$ cat src/rtl/dequant_pkg.sv
// dequant_pkg: shared types for the dequantizer scheduler.
//   dq_src_e    - request source (activation / weight)
//   dq_flags_t  - dequantizer exception flags {ovfl, unfl, excp}
//   dq_result_t - one buffered result: fp value, source, flags
package dequant_pkg;

    typedef enum logic {
        SRC_ACT    = 1'b0,
        SRC_WEIGHT = 1'b1
    } dq_src_e;

    typedef struct packed {
        logic ovfl;
        logic unfl;
        logic excp;
    } dq_flags_t;

    typedef struct packed {
        logic [31:0] fp;
        dq_src_e     src;
        dq_flags_t   flags;
    } dq_result_t;

    localparam int DQ_LATENCY_DEF = 5;

endpackage

$ cat src/rtl/dq_result_fifo.sv
// dq_result_fifo: circular result buffer for the dequant scheduler.
// Ports:
//   clk, rst       - clock, asynchronous active-high reset
//   push, wdata    - write one result (never while full without a pop)
//   pop            - remove head entry (ignored when empty)
//   rdata          - head entry, zero when empty
//   empty, count   - occupancy status
module dq_result_fifo
    import dequant_pkg::*;
#(
    parameter int DEPTH = 8
) (
    input  logic                     clk,
    input  logic                     rst,
    input  logic                     push,
    input  dq_result_t               wdata,
    input  logic                     pop,
    output dq_result_t               rdata,
    output logic                     empty,
    output logic [$clog2(DEPTH):0]   count
);

    localparam int PTR_W = $clog2(DEPTH);

    dq_result_t       mem [DEPTH];
    logic [PTR_W-1:0] wr_ptr;
    logic [PTR_W-1:0] rd_ptr;
    logic             do_pop;
    logic             full;

    assign empty  = (count == '0);
    assign full   = (count == (PTR_W+1)'(DEPTH));
    assign do_pop = pop & ~empty;

    // DEPTH is a power of two, so pointer overflow is the modulo wrap.
    always_ff @(posedge clk or posedge rst) begin
        if (rst) begin
            wr_ptr <= '0;
            rd_ptr <= '0;
            count  <= '0;
        end else begin
            if (push)   wr_ptr <= wr_ptr + 1'b1;
            if (do_pop) rd_ptr <= rd_ptr + 1'b1;
            case ({push, do_pop})
                2'b10:   count <= count + 1'b1;
                2'b01:   count <= count - 1'b1;
                default: ;
            endcase
        end
    end

    always_ff @(posedge clk) begin
        if (push) mem[wr_ptr] <= wdata;
    end

    // Storage is not reset; mask it so the head reads zero when empty.
    assign rdata = empty ? '0 : mem[rd_ptr];

    no_overflow: assert property (@(posedge clk) disable iff (rst) !(push && full && !do_pop));

endmodule

$ cat src/rtl/dequant_scheduler.sv
// dequant_scheduler: shares one pipelined dequantizer between a weight and an
// activation requester with round-robin arbitration, tracks in-flight items in
// a shadow valid/source pipe and lands results in a credit-protected FIFO.
// Ports:
//   clk, rst                      - clock, asynchronous active-high reset
//   w_valid/w_ready/w_level       - weight request handshake and level
//   a_valid/a_ready/a_level       - activation request handshake and level
//   dq_level_int, dq_is_weight    - registered issue to the dequantizer
//   dq_fp, dq_ovfl/unfl/excp      - dequantizer result, DQ_LATENCY edges later
//   res_valid/res_ready           - result FIFO head handshake
//   res_data/res_is_weight/res_flags - head entry contents
//   exc_count                     - saturating count of flagged results
//   busy                          - anything in flight or buffered
module dequant_scheduler
    import dequant_pkg::*;
#(
    parameter int DQ_LATENCY = DQ_LATENCY_DEF,
    parameter int FIFO_DEPTH = 8,
    parameter int CNT_W      = 16
) (
    input  logic             clk,
    input  logic             rst,
    input  logic             w_valid,
    output logic             w_ready,
    input  logic [31:0]      w_level,
    input  logic             a_valid,
    output logic             a_ready,
    input  logic [31:0]      a_level,
    output logic [31:0]      dq_level_int,
    output logic             dq_is_weight,
    input  logic [31:0]      dq_fp,
    input  logic             dq_ovfl,
    input  logic             dq_unfl,
    input  logic             dq_excp,
    output logic             res_valid,
    input  logic             res_ready,
    output logic [31:0]      res_data,
    output logic             res_is_weight,
    output logic [2:0]       res_flags,
    output logic [CNT_W-1:0] exc_count,
    output logic             busy
);

    localparam int CNT_FW = $clog2(FIFO_DEPTH) + 1;
    localparam int INF_W  = $clog2(DQ_LATENCY + 2);
    localparam int OCC_W  = $clog2(FIFO_DEPTH + DQ_LATENCY + 2);

    dq_src_e             rr_ptr;
    // Bit 0 is the issue register; bit DQ_LATENCY lines up with dq_fp.
    logic [DQ_LATENCY:0] vld_pipe;
    logic [DQ_LATENCY:0] src_pipe;
    logic [INF_W-1:0]    inflight;
    logic [CNT_FW-1:0]   fifo_count;
    logic [OCC_W-1:0]    occupancy;
    logic                can_issue;
    logic                w_acc;
    logic                a_acc;
    logic                push;
    logic                pop;
    logic                fifo_empty;
    dq_result_t          push_data;
    dq_result_t          head;

    always_comb begin
        inflight = '0;
        for (int i = 0; i <= DQ_LATENCY; i++) inflight = inflight + INF_W'(vld_pipe[i]);
    end

    // Every accepted item owns a FIFO slot from acceptance until it is popped,
    // so the dequantizer (which cannot stall) never has its output dropped.
    assign occupancy = OCC_W'(inflight) + OCC_W'(fifo_count);
    assign can_issue = ~rst & (occupancy < OCC_W'(FIFO_DEPTH));

    // Ready looks only at the competitor's valid, never the requester's own.
    assign w_ready = can_issue & ((rr_ptr == SRC_WEIGHT) | ~a_valid);
    assign a_ready = can_issue & ((rr_ptr == SRC_ACT)    | ~w_valid);
    assign w_acc   = w_valid & w_ready;
    assign a_acc   = a_valid & a_ready;

    always_ff @(posedge clk or posedge rst) begin
        if (rst) begin
            rr_ptr       <= SRC_WEIGHT;
            vld_pipe     <= '0;
            src_pipe     <= '0;
            dq_level_int <= '0;
        end else begin
            if (w_acc)      rr_ptr <= SRC_ACT;
            else if (a_acc) rr_ptr <= SRC_WEIGHT;
            vld_pipe     <= {vld_pipe[DQ_LATENCY-1:0], w_acc | a_acc};
            src_pipe     <= {src_pipe[DQ_LATENCY-1:0], w_acc};
            dq_level_int <= w_acc ? w_level : (a_acc ? a_level : '0);
        end
    end

    assign dq_is_weight = src_pipe[0];

    assign push = vld_pipe[DQ_LATENCY];
    always_comb begin
        push_data       = '0;
        push_data.fp    = dq_fp;
        push_data.src   = src_pipe[DQ_LATENCY] ? SRC_WEIGHT : SRC_ACT;
        push_data.flags = '{ovfl: dq_ovfl, unfl: dq_unfl, excp: dq_excp};
    end

    assign pop = res_valid & res_ready;

    dq_result_fifo #(.DEPTH(FIFO_DEPTH)) u_fifo (
        .clk   (clk),
        .rst   (rst),
        .push  (push),
        .wdata (push_data),
        .pop   (pop),
        .rdata (head),
        .empty (fifo_empty),
        .count (fifo_count)
    );

    assign res_valid     = ~fifo_empty;
    assign res_data      = head.fp;
    assign res_is_weight = (head.src == SRC_WEIGHT);
    assign res_flags     = head.flags;

    always_ff @(posedge clk or posedge rst) begin
        if (rst) begin
            exc_count <= '0;
        end else if (push && (|push_data.flags) && (exc_count != '1)) begin
            exc_count <= exc_count + 1'b1;
        end
    end

    assign busy = (inflight != '0) | (fifo_count != '0);

endmodule

$ cat config.mk
export PLATFORM = sky130hd
export DESIGN_NAME = dequant_scheduler
export DESIGN_NICKNAME = d
export VERILOG_FILES = /design/src/rtl/dequant_pkg.sv /design/src/rtl/dq_result_fifo.sv /design/src/rtl/dequant_scheduler.sv
export SDC_FILE = /design/constraint.sdc
export NUM_CORES = 1
export LEC_CHECK = 0
export ABC_AREA = 1
export ABC_CLOCK_PERIOD_IN_PS = 5400
export CAP_MARGIN = 20
export CORE_ASPECT_RATIO = 0.75
export CORE_MARGIN = 3
export CORE_UTILIZATION = 30
export DETAILED_ROUTE_END_ITERATION = 10
export PLACE_DENSITY = 0.56
export SLEW_MARGIN = 20
export SYNTH_ARGS = -nofsm -noshare
export SYNTH_HDL_FRONTEND = slang
export SYNTH_SLANG_ARGS = --single-unit
$ cat constraint.sdc
create_clock -name clk -period 5.4 [get_ports clk]
set_clock_uncertainty 0.1 [all_clocks]
set_input_delay 0.81 -clock clk [delete_from_list [all_inputs] [get_ports clk]]
set_output_delay 0.81 -clock clk [all_outputs]
set_load 0.03 [all_outputs]
# Word-level counts from Yosys, hierarchy flattened
# Memory sizes are Yosys's and may differ from the RTL's.
# Cells that the tools add are included.
dict set report totals {
  regBits 71
  latchBits 0
  ram_bits 288
  rom_bits 0
  out_inout_bits 89
  word_cells 57
  n_memories 1
}
dict set report op_classes {
  add_sub_neg 11
  multipliers 0
  div 0
  n_lt_le_gt_ge 1
  n_eq_ne 3
  n_shift 0
  mux 9
  bitwise_logic 16
  reduce_logical 8
}
# memory depth word_bits rd rd_ports_with_merged_regs write_ports line
set memory_table {}
lappend memory_table {u_fifo.mem 8 36 1 0 1 dq_result_fifo.sv:25} ;# dq_result_t mem [DEPTH];
# cell n
set ops {}
lappend ops {{$mux 32} 2}
lappend ops {{$mux 36} 1}
lappend ops {{$add 16x1->16 const B} 1}
lappend ops {{$ne 16x16->1 const B} 1}
lappend ops {{$add 3x1->3} 3}
lappend ops {{$pmux 4 s2} 1}
lappend ops {{$and 1x1->1} 7}
lappend ops {{$add 3x1->3 const B} 2}
lappend ops {{$mux 1} 5}
lappend ops {{$not 1->1} 5}
lappend ops {{$add 3x4->4} 1}
lappend ops {{$add 4x1->4 const B} 1}
lappend ops {{$logic_not 4->1} 1}
lappend ops {{$lt 4x4->1 const B} 1}
lappend ops {{$or 1x1->1} 4}
lappend ops {{$reduce_bool 2->1} 2}
lappend ops {{$reduce_bool 4->1} 1}
lappend ops {{$sub 4x1->4 const B} 1}
lappend ops {{$add 2x1->3} 1}
lappend ops {{$reduce_bool 3->1} 1}
lappend ops {{$reduce_or 3->1} 1}
lappend ops {{$add 1x1->2} 1}
lappend ops {{$eq 2x1->1 const B} 1}
lappend ops {{$eq 2x2->1 const B} 1}
lappend ops {{$logic_and 1x1->1} 2}

# Logic depth before layout (Yosys ltp)
# Gate-level depths: netlist (run 1).
dict set report logic_depth {
  ltp_word 12
  depth_mapped 17
  depth_no_buf 16
}

# Cells and area by module
# From an unflattened synthesis (run 1), not the netlist that was laid out.
dict set report hier_totals {
  hier_cells 1270
  hier_area_um2 14864.3
}
# module instances cells_per_inst area_each_um2 seq_area_each_um2
set by_module_without_submodules {}
lappend by_module_without_submodules {dq_result_fifo 1 932 11903.9 8898.5}
lappend by_module_without_submodules {dequant_scheduler 1 338 2960.3 1527.7}

# Worst setup path before layout (run 1)
# Ideal clock, no wire load.
dict set report synth_timing {
  kind {register to output}
  startpoint {register vld_pipe[0]}
  endpoint {output port a_ready}
  arrival_time_ps 3448
  path_slack_ps 1042
  path_stages_with_launch 14
  path_cell_list {dfrtp_1 > fa_1 > inv_1 > fa_1 > inv_1 > ha_1 > fa_1 > ha_1 > nand2_1 > clkinv_1 > nand2_4 > nand3_2 > nand2_2 > nor3b_1}
}
dict set report synth_via {
  elab_chain_len 9
}
# item line
set synth_lines {}
lappend synth_lines {{start: declaration} dequant_scheduler.sv:50} ;# logic [DQ_LATENCY:0] vld_pipe;
lappend synth_lines {{start signal: assignment} dequant_scheduler.sv:89} ;# vld_pipe <= {vld_pipe[DQ_LATENCY-1:0], w_acc | a_acc};
lappend synth_lines {{$add 1x1->2} dequant_scheduler.sv:66} ;# for (int i = 0; i <= DQ_LATENCY; i++) inflight = inflight + INF_W'(vld_pipe[i]);
lappend synth_lines {{$add 2x1->3} dequant_scheduler.sv:66}
lappend synth_lines {{$add 3x1->3 (3 in a row)} dequant_scheduler.sv:66}
lappend synth_lines {{$add 3x4->4} dequant_scheduler.sv:71} ;# assign occupancy = OCC_W'(inflight) + OCC_W'(fifo_count);
lappend synth_lines {{$lt 4x4->1} dequant_scheduler.sv:72} ;# assign can_issue = ~rst & (occupancy < OCC_W'(FIFO_DEPTH));
lappend synth_lines {{$and 1x1->1} dequant_scheduler.sv:72}
lappend synth_lines {{$and 1x1->1} dequant_scheduler.sv:76} ;# assign a_ready = can_issue & ((rr_ptr == SRC_ACT) | ~w_valid);
lappend synth_lines {{end: declaration} dequant_scheduler.sv:27} ;# output logic a_ready,
# No other way between the ends.

# Final worst setup path (run 1)
# Ends and elaborated chain as after synthesis.

==> results.toml, run 1 <==
[timing]
fmax_mhz = 196
setup_viol = 0
rsz0062_at_grt = "no"
worst_pin_slew_ns = 1.06
relSlewSlack = 0.290
fin_setup_tns_ns = 0
hold_violations = 0
fin_crit_ns = 5.09
timing.final.crit_share = 0.943
slew_viol_final = 0

[cts]
clockRootBuffer = "clkbuf_16"
htree_num_levels = 2
clk_latency_ns = 0.53
post_cts_buffers = 0
numClockSinks = 359
cts_tree = "built"
numCtsBuffers = 39
path_clk_slew_ns = 0.05
ctsLongestPathBuffers = 3
hold_buffers = 0
post_cts_resized = 0

[pwr]
p_leak_nw = 6.66
vdd_drop_max_v = 0.000279
power_density_nw_per_um2 = 567

[worst_hold_path]
whs_endpoint = "src_pipe[5]$_DFF_PP0_"
hold_path_class = "register to register"
hp-start = "src_pipe[4]$_DFF_PP0_"
hold_depth = 0

[die]
fp-row-count = 70
die_w_um = 263
start_util = 0.304
die_y_um = 199
io_pins = 193
die_area_um2 = 52400
coreArea_um2 = 49000

[synthesis]
dominantRegCellSynth = "edfxtp_1"
syn_avg_cell_area_um2 = 11.7
ys_seq_area_frac = 0.700
syn_nets = 1396
synth_edf_count = 288
netlist_area_um2 = 14900
synth-seq-cells = 359
synth_cell_types = 39
netlist_instances = 1279
synthArstFlopShare = 0.198
ys_warn_count = 0

[run_status]
outcome = "complete, no violations"

[worst_setup_path]
r2r-start = "vld_pipe[0]$_DFF_PP0_"
reg2reg_depth = 15
path_max_fanout = 2
worstPathRequired_ns = 4.49
cp_cell_sequence = "fa_1 > inv_1 > fa_1 > inv_1 > ha_1 > fa_1 > ha_1 > nand2_1 > clkinv_1 > nand2_4 > a21oi_4 > nor3b_1 > clkdlybuf4s50_1"
cp_common_cell = "fa_1"
cp.arrival_ns = 4.18
rrSetupSlack_ns = 1.58
critPathMaxStageDelay_ns = 0.74
crit_path_start_kind = "register"
cp_slowest_cell = "clkdlybuf4s50_1"
path_class = "register to output pin"
timing.rr.end = "dq_level_int[5]$_DFF_PP0_"
critPathCaptureType = "output pin"

[grt]
grt_pass1_wl_um = 58000
grt_pass1_vias = 9879
grt_max_degree = 94
grtUsageTotal = 0.141
grt_remaining_overflow = 0
antenna_found_initial = 4

[finish]
final_common_cell = "nor2_1"
drive_gt1_frac = 0.0777
syn_to_final_growth_pct = 25.3
insertedDiodeCount = 0
nFillCells = 4642
mostFrequentLayoutCells = "nor2_1, edfxtp_1, clkdlybuf4s50_1"
nets = 1570
finalNonFillerCells = 2129

[routing]
via_count = 10000
wl_per_cell_um = 17.4
drt_wl_total_um = 37000
antenna_left = 0
drt-pass1-iter-count = 5
drc = 0
via_per_inst = 4.71
dr.first_iter.drc_count = 581

[placed_design]
io_buffers = 192
post-place-cells = 2060
gp_congestion = 0.793
dpl.hpwl_um = 20500

[run]
drv_cap = 0
registers in the layout (all words and copies together), names as in the netlist:
signal,cells
u_fifo.rd_ptr,3
u_fifo.wr_ptr,3
u_fifo.count,4
u_fifo.mem,288
src_pipe,6
rr_ptr,1
exc_count,16
dq_level_int,32
vld_pipe,6
layer usage:
metal | track usage | part of all wire | vias to the layer above | wire (µm)
li1 | - | - | 4838 | -
met1 | 0.198 | 0.46 | 4875 | 17200
met2 | 0.214 | 0.44 | 248 | 16400
met3 | 0.0423 | 0.072 | 64 | 2680
met4 | 0.0357 | 0.020 | 8 | 724
met5 | 0 | 0.0016 | - | 58
critical path: cells and delay by family (launching register included):
| family | cells | cell delay (ns) |
|---|---|---|
| buffers and inverters | 4 | 0.92 |
| DFF | 1 | 0.39 |
| and+or+nand+nor | 3 | 0.36 |
| adders and majority gates | 5 | 1.93 |
| AOI/OAI and AO/OA | 1 | 0.06 |
final cells by class:
class / instances / area [µm²] / share of cell area
clock buffer: 56 / 1100 / 0.0590
tap: 648 / 811 / 0.0434
sequential: 359 / 10400 / 0.559
timing repair buffer: 214 / 2100 / 0.112
multi-input combinational: 805 / 3940 / 0.211
clock inverter: 13 / 163 / 0.00871
inverter: 34 / 130 / 0.00697
cell families (layout without fill, tap and decap cells):
| group | count (synthesis) | in the layout | share of synthesized area |
|---|---|---|---|
| adders and majority gates | 13 | 13 | 0.0129 |
| buffers and inverters | 115 | 317 | 0.0407 |
| DFF | 359 | 359 | 0.700 |
| and+or+nand+nor | 508 | 508 | 0.145 |
| AOI/OAI and AO/OA | 268 | 268 | 0.0919 |
| xor gates and xnor gates | 16 | 16 | 0.00940 |
how the worst max path moves through the flow:
stage	start	endpoint	slack (ns)	cells after the start
CTS	vld_pipe[0]$_DFF_PP0_	a_ready	0.25	13
global route	vld_pipe[0]$_DFF_PP0_	a_ready	0.07	13
detailed placement	vld_pipe[0]$_DFF_PP0_	a_ready	0.85	13
global placement	vld_pipe[0]$_DFF_PP0_	a_ready	0.83	13
finish	vld_pipe[0]$_DFF_PP0_	a_ready	0.31	13
floorplan	vld_pipe[0]$_DFF_PP0_	a_ready	1.04	13
through the flow:
stage / area [µm²] / setup WS [ns] / utilization / power [mW] / hold WS, ns
finish: 18700 / 0.309 / 0.381 / 10.6 / 0.246
global route: 18700 / 0.0654 / 0.381 / 11.3 / 0.260
CTS: 18700 / 0.248 / 0.381 / 10.7 / 0.247
detailed placement: 17400 / 0.853 / 0.356 / 8.05 / 0.235
global placement: 17400 / 0.832 / 0.356 / 8.01 / 0.240
floorplan: 14900 / 1.04 / - / 6.53 / 0.231
power breakdown:
group	leakage, nW	internal [mW]	switching [mW]
Clock	0.622	1.61	1.05
Combinational	2.51	1.48	2.81
Sequential	3.53	3.38	0.264
cell usage after synthesis (2+ instances only):
library cell,n,share of area
nand3_2,3,0.0020
xnor2_1,7,0.0041
nand3_1,11,0.0037
nand2_1,102,0.026
ha_1,9,0.0076
a21oi_1,2,0.00067
nand2_2,2,0.00084
buf_1,4,0.0010
nand3b_2,2,0.0015
buf_2,24,0.0081
o21ai_1,143,0.048
inv_1,27,0.0068
nor2_2,2,0.00084
o21ai_0,117,0.039
buf_12,3,0.0040
clkbuf_1,32,0.0081
xor2_1,9,0.0053
dfrtp_1,70,0.12
nand2_4,2,0.0015
nor2_1,311,0.078
o21ai_2,3,0.0018
edfxtp_1,288,0.58
fa_1,4,0.0054
nor3_1,2,0.00067
buf_4,12,0.0060
inv_2,5,0.0013
buf_6,5,0.0038
nand4_1,67,0.028
No activity file was read; power rests on OpenSTA's default activity.
==> run 2, diff against run 1 <==
CORE_UTILIZATION = 55   (was 30)
PLACE_DENSITY = 0.86   (was 0.56)
==> run 2 against run 1 <==
Net effect: power fell by 2.6%; first-iteration DRC count increased by 70%; fmax is 1.7% lower; combinational power about the same.
==> results.toml, run 2 (synthesis gave the netlist of run 1 again) <==
[run]
drv_cap = 0

[pwr]
swShare = 0.394
vdd_drop_max_v = 0.000391
clkPwrFrac = 0.230
p_total_mw = 10.3
p_int_mw = 6.24
comb_power_share = 0.417
p_leak_nw = 6.58
power_density_nw_per_um2 = 568
power_frac_seq = 0.352
switchingPower_mw = 4.06

[timing]
setup_viol = 0
fin_ws_ns = 0.222
hold_violations = 0
slew_viol_final = 0
hold_slack_ns = 0.252
worst_pin_slew_ns = 0.893
rsz0062_at_grt = "no"
relSlewSlack = 0.404
fin_setup_tns_ns = 0
fin_crit_ns = 5.18
fmax_mhz = 193
timing.final.crit_share = 0.959

[worst_setup_path]
crit_start = "vld_pipe[0]$_DFF_PP0_"
cp.arrival_ns = 4.27
timing.rr.end = "rr_ptr$_DFFE_PP1P_"
crit_path_start_kind = "register"
r2r-start = "vld_pipe[0]$_DFF_PP0_"
rrSetupSlack_ns = 1.51
path_class = "register to output pin"
worstPathRequired_ns = 4.49
path_max_fanout = 2
critPathCaptureType = "output pin"
reg2reg_depth = 14
cp-endpoint = "a_ready"

[grt]
antenna_found_initial = 1
grt_remaining_overflow = 0
grtUsageTotal = 0.232
grt_pass1_vias = 10300
grt_pass1_wl_um = 53700
grt_max_degree = 114

[cts]
post_cts_resized = 0
htree_num_levels = 2
cts_tree = "built"
hold_buffers = 0
clk_latency_ns = 0.51
numCtsBuffers = 35
path_clk_slew_ns = 0.06
numClockSinks = 359
clockRootBuffer = "clkbuf_16"
post_cts_buffers = 0
ctsLongestPathBuffers = 3

[finish]
syn_to_final_growth_pct = 21.7
drive_gt1_frac = 0.0734
reg_top3 = "u_fifo.mem x288, dq_level_int x32, exc_count x16"
mostFrequentLayoutCells = "nor2_1, edfxtp_1, clkdlybuf4s50_1"
final_common_cell = "nor2_1"
nets = 1565
largest-register = "u_fifo.mem"
largest_reg_flops = 288
insertedDiodeCount = 0

[run_status]
outcome = "complete, no violations"

[die]
fp-row-count = 51
die_area_um2 = 29100
coreArea_um2 = 26300
start_util = 0.567
die_y_um = 149
io_pins = 193
die_w_um = 196

[routing]
antenna_left = 0
via_per_inst = 5.72
via_count = 10400
wl_per_cell_um = 19.0
drt-pass1-iter-count = 5
drt_wl_total_um = 34400
dr.first_iter.drc_count = 990
drc = 0

[placed_design]
dpl.hpwl_um = 19400
io_buffers = 192
preCtsSetupSlack_ns = 0.798
gp_congestion = 0.829

[worst_hold_path]
hold_path_class = "register to register"
## run 2: cell types whose count changed in the layout (fill, tap and decap cells not counted), sizes merged
cell	previous run	this run
buf	23	21
bufinv	4	2
clkbuf	56	49
clkdlybuf4s50	191	192
clkinv	10	9
clkinvlp	0	1
inv	33	34
## run 2: through the flow
| step | area [µm²] | std cells | utilization |
|---|---|---|---|
| finish | 18100 | 1816 | 0.690 |
| global route | 18100 | 1816 | 0.690 |
| CTS | 18100 | 1815 | 0.689 |
| detailed placement | 17000 | 1754 | 0.647 |
| global placement | 17000 | 1754 | 0.647 |
| floorplan | 14900 | 1279 | - |
## run 2: layout make-up
cell class	instances	area, µm²
sequential	359	10400
timing repair buffer	213	2100
tap	344	430
inverter	34	130
multi-input combinational	805	3940
clock inverter	12	113
clock buffer	49	1000
fill	1746	8150
## run 2: worst max-delay path, stage by stage (launching register included)
cell	delay, ns
dfrtp_1	0.41
fa_1	0.54
inv_1	0.05
fa_1	0.47
inv_1	0.04
ha_1	0.18
fa_1	0.38
ha_1	0.32
a21oi_2	0.25
a21oi_4	0.10
nor3b_1	0.26
clkdlybuf4s50_1	0.75
## run 2: worst min path at each step
| stage | start | to | slack, ns | depth (start not counted) |
|---|---|---|---|---|
| 2_1_floorplan | src_pipe[1]$_DFF_PP0_ | src_pipe[2]$_DFF_PP0_ | 0.23 | 0 |
| 3_3_place_gp | src_pipe[2]$_DFF_PP0_ | src_pipe[3]$_DFF_PP0_ | 0.24 | 0 |
| 3_5_place_dp | src_pipe[4]$_DFF_PP0_ | src_pipe[5]$_DFF_PP0_ | 0.24 | 0 |
| 4_1_cts | src_pipe[4]$_DFF_PP0_ | src_pipe[5]$_DFF_PP0_ | 0.26 | 0 |
| 5_1_grt | src_pipe[4]$_DFF_PP0_ | src_pipe[5]$_DFF_PP0_ | 0.27 | 0 |
| 6_report | src_pipe[4]$_DFF_PP0_ | src_pipe[5]$_DFF_PP0_ | 0.25 | 0 |
## run 2: per-layer routing
layer,routed length [µm],part of all wire,vias up,global-route usage
li1,-,-,4837,-
met1,14100,0.41,4988,0.306
met2,16400,0.48,476,0.384
met3,3040,0.088,85,0.0584
met4,886,0.026,2,0.0762
met5,13,0.00038,-,0
## run 2: power by group through the flow
stage                     Combinational (mW)  Sequential, mW  Clock, mW
after global routing                    4.68            3.67       2.52
after floorplan                         2.79            3.74          0
after global placement                  4.03            3.73          0
final                                   4.30            3.63       2.37
after detailed placement                4.16            3.75          0
after CTS                               4.20            3.70       2.41
==> run 3, diff against run 2 <==
CTS_CLUSTER_DIAMETER = 200   (was default)
==> results of run 3 <==
The final DEF is identical to that of run 2; final timing and power are the same.
